==> src/rtl/hamming_512b_encoder_pkg.sv <==
// -----------------------------------------------------------------------------
// hamming_512b_encoder_pkg
// Shared types and constants for the 512-bit SECDED encoder and decoder.
//
// Codeword layout: codeword bit i holds Hamming position i+1 (positions 1..522).
// Check bits sit at the power-of-two positions. Data bits fill the remaining
// positions in ascending order, LSB first. Bit 522 holds the overall parity.
//
// The helper functions are only called with constant arguments, from
// localparams and generate loops, so they add no logic of their own.
// -----------------------------------------------------------------------------
package hamming_512b_encoder_pkg;

    localparam int HAMMING_512B_DATA_W  = 512;
    localparam int HAMMING_512B_CHECK_W = 10;
    localparam int HAMMING_512B_CODE_W  = 523;
    // Positioned vector: Hamming positions 1..522, without the overall parity bit.
    localparam int HAMMING_512B_POS_W   = HAMMING_512B_CODE_W - 1;

    typedef logic [HAMMING_512B_DATA_W-1:0] cache_line_data_t;
    typedef logic [HAMMING_512B_CODE_W-1:0] hamming_512b_t;

    // Selects the positions covered by check bit k: every position whose
    // binary index has bit k set.
    function automatic logic [HAMMING_512B_POS_W-1:0] check_mask(input int k);
        logic [HAMMING_512B_POS_W-1:0] m;
        m = '0;
        for (int i = 0; i < HAMMING_512B_POS_W; i++) begin
            m[i] = (((i + 1) >> k) & 1) == 1;
        end
        return m;
    endfunction

    // Codeword bit that holds data bit d.
    function automatic int data_bit_index(input int d);
        int cnt;
        int res;
        cnt = 0;
        res = 0;
        for (int p = 1; p <= HAMMING_512B_POS_W; p++) begin
            if ((p & (p - 1)) != 0) begin
                if (cnt == d) begin
                    res = p - 1;
                end
                cnt++;
            end
        end
        return res;
    endfunction

endpackage

==> src/rtl/hamming_512b_encoder_parity.sv <==
// -----------------------------------------------------------------------------
// hamming_512b_parity
// Computes the 10 Hamming check bits from a positioned 522-bit vector. The
// decoder reuses this block for syndrome generation, which is why it takes the
// positioned vector rather than raw data.
//
// Ports:
//   i_positioned [521:0] - bit i is Hamming position i+1. The encoder passes
//                          zeros at the check positions; the decoder passes
//                          the received check bits there.
//   o_check      [9:0]   - o_check[k] is even parity over every position that
//                          has bit k set.
// -----------------------------------------------------------------------------
module hamming_512b_parity
    import hamming_512b_encoder_pkg::*;
(
    input  logic [HAMMING_512B_POS_W-1:0]   i_positioned,
    output logic [HAMMING_512B_CHECK_W-1:0] o_check
);

    for (genvar k = 0; k < HAMMING_512B_CHECK_W; k++) begin : g_check
        localparam logic [HAMMING_512B_POS_W-1:0] MASK = check_mask(k);
        assign o_check[k] = ^(i_positioned & MASK);
    end

endmodule

==> src/rtl/hamming_512b_encoder.sv <==
// -----------------------------------------------------------------------------
// hamming_512b_encoder
// SECDED (extended Hamming) encoder for one 512-bit cache line. It produces a
// 523-bit codeword: 512 data bits, 10 Hamming check bits and one overall
// even-parity bit in bit 522.
//
// Ports:
//   clk          - clock; used only when the output register is built in
//   reset        - asynchronous reset, active-low (0 = asserted); used only
//                  when the output register is built in
//   word_to_code - data to encode (cache_line_data_t)
//   coded_word   - codeword (hamming_512b_t)
//
// Build option HAMMING_512B_ENCODER_OUTPUT_REG_EN:
//   undefined - purely combinational; clk and reset are ignored
//   defined   - coded_word is registered on the rising edge of clk (one cycle
//               of latency). reset low forces it to 0, which is a valid
//               codeword.
// -----------------------------------------------------------------------------
module hamming_512b_encoder
    import hamming_512b_encoder_pkg::*;
(
    input  logic             clk,
    input  logic             reset,
    input  cache_line_data_t word_to_code,
    output hamming_512b_t    coded_word
);

    logic [HAMMING_512B_POS_W-1:0]   w_positioned;
    logic [HAMMING_512B_CHECK_W-1:0] w_check;
    hamming_512b_t                   w_code;

    // Data scatter. The mapping is fixed, so each data bit is plain wiring.
    for (genvar d = 0; d < HAMMING_512B_DATA_W; d++) begin : g_scatter
        localparam int CW_BIT = data_bit_index(d);
        assign w_positioned[CW_BIT] = word_to_code[d];
        assign w_code[CW_BIT]       = word_to_code[d];
    end

    // The parity block sees zeros at the check positions. The codeword carries
    // the computed check bits there instead.
    for (genvar k = 0; k < HAMMING_512B_CHECK_W; k++) begin : g_check_ins
        localparam int CB_BIT = (1 << k) - 1;
        assign w_positioned[CB_BIT] = 1'b0;
        assign w_code[CB_BIT]       = w_check[k];
    end

    hamming_512b_parity u_parity (
        .i_positioned (w_positioned),
        .o_check      (w_check)
    );

    assign w_code[HAMMING_512B_CODE_W-1] = ^w_code[HAMMING_512B_POS_W-1:0];

`ifdef HAMMING_512B_ENCODER_OUTPUT_REG_EN
    hamming_512b_t r_coded_word;

    always_ff @(posedge clk or negedge reset) begin
        if (!reset) begin
            r_coded_word <= '0;
        end else begin
            r_coded_word <= w_code;
        end
    end

    assign coded_word = r_coded_word;
`else
    // clk and reset are kept on the port list so that both builds have the
    // same interface; in this build they drive nothing.
    logic w_unused_clk_reset;
    assign w_unused_clk_reset = clk ^ reset;

    assign coded_word = w_code;
`endif

endmodule

==> config.mk <==
export PLATFORM = sky130hd
export DESIGN_NAME = hamming_512b_encoder
export DESIGN_NICKNAME = d
export VERILOG_FILES = /design/src/rtl/hamming_512b_encoder_pkg.sv /design/src/rtl/hamming_512b_encoder_parity.sv /design/src/rtl/hamming_512b_encoder.sv
export SDC_FILE = /design/constraint.sdc
export NUM_CORES = 1
export LEC_CHECK = 0
export CAP_MARGIN = 25
export CORE_AREA = 2 2 406 408
export DETAILED_ROUTE_END_ITERATION = 8
export DIE_AREA = 0 0 408 410
export GPL_ROUTABILITY_DRIVEN = 0
export GPL_TIMING_DRIVEN = 0
export PLACE_DENSITY_LB_ADDON = 0.05
export SLEW_MARGIN = 20
export SYNTH_ARGS = -nofsm -noshare
export SYNTH_HDL_FRONTEND = slang
export SYNTH_SLANG_ARGS = --single-unit
==> constraint.sdc <==
create_clock -name vclk -period 3.35
set_input_delay 0.335 -clock vclk [all_inputs]
set_output_delay 0.335 -clock vclk [all_outputs]
set_load 0.01 [all_outputs]
======== Word level (Yosys, flattened, before mapping) ========
Index checks and enable logic that the tools add are counted.
storage, ports and cells
  flip-flop bits (word level) ............. 0
  bits of input ports ..................... 514
  output and inout port bits .............. 523
  word-level logic and storage cells ...... 11
cells by class
  reduce and logical (&&, ||, !) cells .... 11
operators by type and width
  operator        count
  parity 522 bit  11

======== Logic depth before layout (Yosys ltp) ========
Gate-level depths: netlist of the first run.
  depth after elaboration ................. 2
  depth in mapped cells ................... 10
  depth with buffers taken out ............ 10

======== Hierarchy ========
From an unflattened synthesis of the first run, not the netlist that was laid out.
unflattened totals
  cells, all modules ...................... 1979
  area, all modules ....................... 18011.0 sq um
modules (own cells, without submodules)
  module                instances  cells an instance  area each (sq um)  seq. area each (sq um)
  hamming_512b_parity   1          949                9579.2             0.0
  hamming_512b_encoder  1          1030               8431.8             0.0

======== Worst setup path before layout of the first run ========
OpenSTA, ideal clock, no wires.
  kind .................................... in2out
  start point ............................. input port word_to_code[281]
  end point ............................... output port coded_word[522]
  arrival ................................. 3301 ps
  data required time ...................... 3015 ps
  path slack .............................. -286 ps
  stages on the path ...................... 10
  path buffers ............................ 0
  cell sequence ........................... xnor3_2 xor2_1 xnor3_1 xnor3_1 xnor3_1 xnor3_2 xnor2_2 xnor2_2 xnor3_1 xnor2_1
on the way
  word-level cells in the longest chain between the ends .. 2
  elaborated cells between the ends (all ways) .. 5
  classes of those cells .................. 5 x reduce/logical
RTL lines
  element             line                               text
  start: declaration  hamming_512b_encoder.sv:25         input cache_line_data_t word_to_code,
  parity 522 bit      hamming_512b_encoder_parity.sv:23  assign o_check[k] = ^(i_positioned & MASK);
  net coded_word[0]   hamming_512b_encoder.sv:26         output hamming_512b_t coded_word
  parity 522 bit      hamming_512b_encoder.sv:53         assign w_code[HAMMING_512B_CODE_W-1] = ^w_code[HAMMING_512B_POS_W-1:0];
  end: declaration    hamming_512b_encoder.sv:26
The timed path passes the listed nets, and every way through them passes these cells.

======== Worst setup path in the final report of the first run ========
  start point ............................. input port word_to_code[70]
  end point ............................... output port coded_word[522]
on the way
  word-level cells in the longest chain between the ends .. 2
  elaborated cells between the ends (all ways) .. 5
  classes of those cells .................. 5 x reduce/logical
RTL lines
  element             line
  parity 522 bit      hamming_512b_encoder_parity.sv:23
  parity 522 bit (*)  hamming_512b_encoder.sv:53
Mark *: on every way between the ends. The rest lies on a longest branch, timed or not.

==> run metrics, run 1 <==
TritonRoute pass-1 iters=4; Yosys cell types=7; Clk pwr share=0%; post-placement cell count=4728; max-slew violations=0; Initial Util=8.16%; largest cells by area after synthesis=xnor2_1 53%, buf_4 29%, xor2_1 8.2%; Syn-to-layout area delta=140%; post-route ant nets=0; Post-route DRC=0; Die Footprint=0.167 sq mm; sequential power share=0%; Yosys top cell area share=52.8%; period utilization=122%; filler instances=between 15000 and 20000; power per standard cell area=998 mW/mm^2; Max Cap Viol=0; slew at the pin with the worst max-slew slack=0.544 ns; chip height=410 um; Syn Inst Count=around 1500; fmax=245 MHz; Switching Fraction=47.7%; Critical Path Start=word_to_code[70]; overall routing resource usage=roughly 14%; Die W=408 um; Core ar.=roughly 0.16 sq mm; CP Capture Type=output pin; Multi-input gate area=roughly 0.014 sq mm; Post-synth top cells=804 x xnor2_1, 512 x buf_4, 125 x xor2_1; failing checks=setup timing; area leader, netlist=xnor2_1; Psw=15.2 mW; CTS Hold Bufs=0; largest net degree at the start of global routing=4; vias in the first global route=14800; DRT iter0 DRCs=226; first-pass GRT wire length=around 150 mm; Post-Syn Area per Cell=8.88 sq um; max_slew headroom=63.7%; Arrival @ worst endpoint=3.75 ns; setup TNS=-1.00 ns; startpoint types=primary input; fin crit period=4.08 ns; Overflow after GRT=0; internal power=16.7 mW; top-count cell post-synth=xnor2_1; outcome=finished with violations; Routed WL per cell=24.6 um; Ports=around 1000; hold_ws=approximately 1.4 ns; Gate power share=100.0%; via count=about 13000; antenna violations before repair=30; final setup vio count=4; worst-path maximum fanout=3; CLK BUF=0; dpl hpwl=roughly 110 mm; Setup CP Type=primary input to output pin; Mapped Area=between 0.01 and 0.015 sq mm; seq_cells=0; Peak VDD IR=2.41 mV; Worst Path Required=3.01 ns; hold violation count in the final report=0; min-delay worst type=primary input to output pin; syn nets=about 2000; Seq. cell area=0 sq um; Yosys warning count=0; final worst slack=-0.730 ns; layout net count=about 3200; sequential area share after synthesis=0%; leakage power=13.9 nW; share of post-route cells with drive strength above 1=49.9%; total wire length=120 mm; RSZ-0062 raised after global routing=true; row cnt=approximately 150; Hold Crit Start=word_to_code[214]; Port Buffer Count=1035; Layout Cells excl Fill=4859; vias per inst=2.71
==> layout make-up <==
cell class                 count  area share (%)
antenna                        8          0.0626
buffer                       512            12.0
multi-input combinational    990            44.9
tap                         2189            8.57
timing repair buffer        1160            34.5
==> worst paths after layout <==
check              end  slack, ns  depth (start not counted)
max    coded_word[522]      -0.73                         12
min    coded_word[222]       1.38                          3
==> cell usage in the layout, fill, tap and decap left out <==
master,count
xor3_2,1
buf_8,4
diode_2,8
clkbuf_2,62
xor2_2,50
clkdlybuf4s15_2,49
clkdlybuf4s15_1,3
buf_2,27
xnor2_4,80
buf_6,19
buf_4,633
buf_12,10
dlymetal6s2s_1,72
clkdlybuf4s50_1,610
dlygate4sd2_1,183
xnor2_1,375
xnor2_2,354
xnor3_1,26
xor2_4,17
xnor3_2,23
xor2_1,58
xor3_1,6
==> power groups by stage <==
stage	clock network (mW)	logic, mW	registers [mW]
floorplan	0	13.3	0
finish	0.000000272	31.9	0
CTS	0	31.5	0
detailed placement	0	20.0	0
global route	0.000000120	34.2	0
global placement	0	20.1	0
==> worst max-delay path, stage by stage <==
cell and delay, ns:
clkbuf_2 0.20, xnor2_2 0.28, xnor3_2 0.40, xnor3_2 0.43, xnor3_1 0.24, xor3_1 0.42, xnor3_1 0.23, xor3_2 0.31
xnor3_1 0.28, xnor3_1 0.27, xnor2_2 0.19, buf_6 0.15
==> kinds of logic (layout without fill, tap and decap cells) <==
kind of cell / after synthesis / count (layout) / synth area share (%)
XOR/XNOR: 990 / 990 / 71.2
buffers and inverters: 512 / 1672 / 28.8
other: 0 / 8 / 0
==> routing by layer <==
| metal | global-route usage (%) | vias up | part of all wire, % |
|---|---|---|---|
| li1 | - | 6394 | - |
| met5 | 0 | - | 0.011 |
| met1 | 15.7 | 6180 | 39 |
| met2 | 27.8 | 532 | 56 |
| met4 | 0.575 | 2 | 0.75 |
| met3 | 1.90 | 55 | 4.2 |
==> repair_timing <==
action,in CTS,in global routing
endpoints found under the setup margin,10,10
pin swaps,251,167
buffers inserted,96,27
endpoints found under the hold margin,0,0
gates resized for setup,1110,428
==> per-stage QoR <==
| stage | instance area [sq um] | total power, mW | utilization, % | setup slack, ns |
|---|---|---|---|---|
| 2_1_floorplan | 13400 | 13.3 | - | -0.206 |
| 5_1_grt | 31900 | 34.2 | 19.5 | -0.874 |
| 4_1_cts | 30700 | 31.5 | 18.8 | -0.963 |
| 6_report | 32000 | 31.9 | 19.5 | -0.730 |
| 3_3_place_gp | 26500 | 20.1 | 16.2 | -2.78 |
| 3_5_place_dp | 26500 | 20.0 | 16.2 | -2.78 |
No activity file was read; power rests on OpenSTA's default activity.
==> run 2, diff against run 1 <==
--- a/config.mk
+++ b/config.mk
@@ -11,6 +11,7 @@
 export DIE_AREA = 0 0 408 410
 export GPL_ROUTABILITY_DRIVEN = 0
 export GPL_TIMING_DRIVEN = 0
+export MAX_ROUTING_LAYER = met4
 export PLACE_DENSITY_LB_ADDON = 0.05
 export SLEW_MARGIN = 20
 export SYNTH_ARGS = -nofsm -noshare
==> run 2 against run 1 <==
Net effect: the run still ends with setup timing left; total power about the same; via count increased by 0.14%; final area increased by 0.10%; first-iteration DRC count decreased by 3.5%; critical path depth unchanged; setup slack got worse by 0.031 ns; hold slack about the same; sequential share of layout area unchanged; wire length about the same; sequential cell count unchanged; critical path type unchanged; critical endpoint unchanged; largest cell class unchanged; highest routed layer is now met4.
==> run metrics, run 2 (synthesis gave the netlist of run 1 again) <==
largest net degree at the start of global routing=4 (unchanged); Syn-to-layout area delta=140% (about the same); CP Capture Type=output pin (unchanged); slew at the pin with the worst max-slew slack=0.534 ns (was 0.544 ns); startpoint types=primary input (unchanged); min-delay worst type=primary input to output pin (unchanged); final setup vio count=4 (unchanged); first-pass GRT wire length=150 mm (about the same); grt met1 use=15.8% (was 15.7%); post-route ant nets=0 (unchanged); max-slew violations=0 (unchanged); RSZ-0062 raised after global routing=true (unchanged); Routed WL per cell=24.6 um (about the same); row cnt=149 (unchanged); setup TNS=-1.03 ns (was -1.00 ns); chip height=410 um (unchanged); vias in the first global route=14900 (was 14800); met3 Track Usage GR=1.67% (was 1.90%); CLK BUF=0 (unchanged); busiest layer in global routing=met2 (unchanged); layout net count=3178 (unchanged); Post-route DRC=0 (unchanged); seq_cells=0 (unchanged); Setup CP Type=primary input to output pin (unchanged); pre-CTS setup slack=-2.78 ns (unchanged); fin crit period=4.11 ns (was 4.08 ns); via count=13200 (about the same); post-placement cell count=4728 (unchanged); Ports=1037 (unchanged); share of post-route cells with drive strength above 1=50.0% (was 49.9%); Initial Util=8.16% (unchanged); CTS Hold Bufs=0 (unchanged); outcome=finished with violations (unchanged); Seq. cell area=0 sq um (unchanged); failing checks=setup timing (unchanged); max_slew headroom=64.2% (was 63.7%); Die Footprint=0.167 sq mm (unchanged); vias per inst=2.71 (about the same); TritonRoute pass-1 iters=4 (unchanged); period utilization=123% (was 122%); leakage power=14.0 nW (was 13.9 nW); fmax=243 MHz (was 245 MHz); Core ar.=0.163 sq mm (unchanged); commonest non-fill, non-tap cell in the layout=buf_4 (unchanged); overall routing resource usage=14.1% (was 13.7%); DRT iter0 DRCs=218 (was 226); Layout Cells excl Fill=4867 (was 4859); final worst slack=-0.761 ns (was -0.730 ns); hold violation count in the final report=0 (unchanged); total wire length=120 mm (about the same); Port Buffer Count=1035 (unchanged); antenna violations before repair=34 (was 30); Max Cap Viol=0 (unchanged); hold_ws=1.38 ns (about the same); worst-path maximum fanout=3 (unchanged); Worst Path Required=3.01 ns (about the same); Arrival @ worst endpoint=3.78 ns (was 3.75 ns); power per standard cell area=997 mW/mm^2 (was 998 mW/mm^2); commonest cells after routing, fill and taps aside=632 x buf_4, 608 x clkdlybuf4s50_1, 374 x xnor2_1, 355 x xnor2_2, 182 x dlygate4sd2_1 (was 633 x buf_4, 610 x clkdlybuf4s50_1, 375 x xnor2_1, 354 x xnor2_2, 183 x dlygate4sd2_1); Peak VDD IR=2.40 mV (was 2.41 mV); Die W=408 um (unchanged); dpl hpwl=113 mm (unchanged); met2 Use GR=27.8% (about the same); Overflow after GRT=0 (unchanged); Overall Power=31.9 mW (about the same)
==> run 2: per-layer routing <==
metal  routed length [um]  part of all wire, %
met1                46500                   39
met2                67300                   56
met3                 5010                  4.2
met4                  849                 0.71
met5                    0                    0
==> run 2: final cells by class <==
cell class	count	area [sq um]
antenna	16	40.0
multi-input combinational	990	14300
buffer	512	3840
tap	2189	2740
timing repair buffer	1160	11000
fill	18200	132000
==> run 2: per-stage QoR <==
| stage | instance area [sq um] | utilization [%] |
|---|---|---|
| 2_1_floorplan | 13400 | - |
| 3_3_place_gp | 26500 | 16.2 |
| 3_5_place_dp | 26500 | 16.2 |
| 4_1_cts | 30700 | 18.8 |
| 5_1_grt | 32000 | 19.6 |
| 6_report | 32000 | 19.6 |
==> run 2: where the power goes <==
group	switching, mW	leakage [nW]	internal (mW)
clock network	0	0.000101	0.000000608
logic	15.3	14.0	16.6
registers	0	0	0
==> run 2: final timing paths <==
check	slack, ns	end	startpoint	cells after the start
worst min-delay path	1.38	coded_word[222]	word_to_code[214]	3
worst max-delay path	-0.76	coded_word[522]	word_to_code[70]	12
==> run 2: worst max-delay path: stages <==
cell      delay [ns]
clkbuf_2        0.21
xnor2_2         0.28
xnor3_2         0.40
xnor3_2         0.43
xnor3_1         0.24
xor3_1          0.42
xnor3_1         0.23
xor3_2          0.30
xnor3_1         0.30
xnor3_1         0.28
xnor2_2         0.19
buf_6           0.15
==> run 2: what timing repair did <==
| action | CTS | global route |
|---|---|---|
| gates resized for setup | 1110 | 434 |
| pin swaps | 251 | 169 |
| setup buffers | 96 | 27 |
| endpoints found under the setup margin | 10 | 10 |
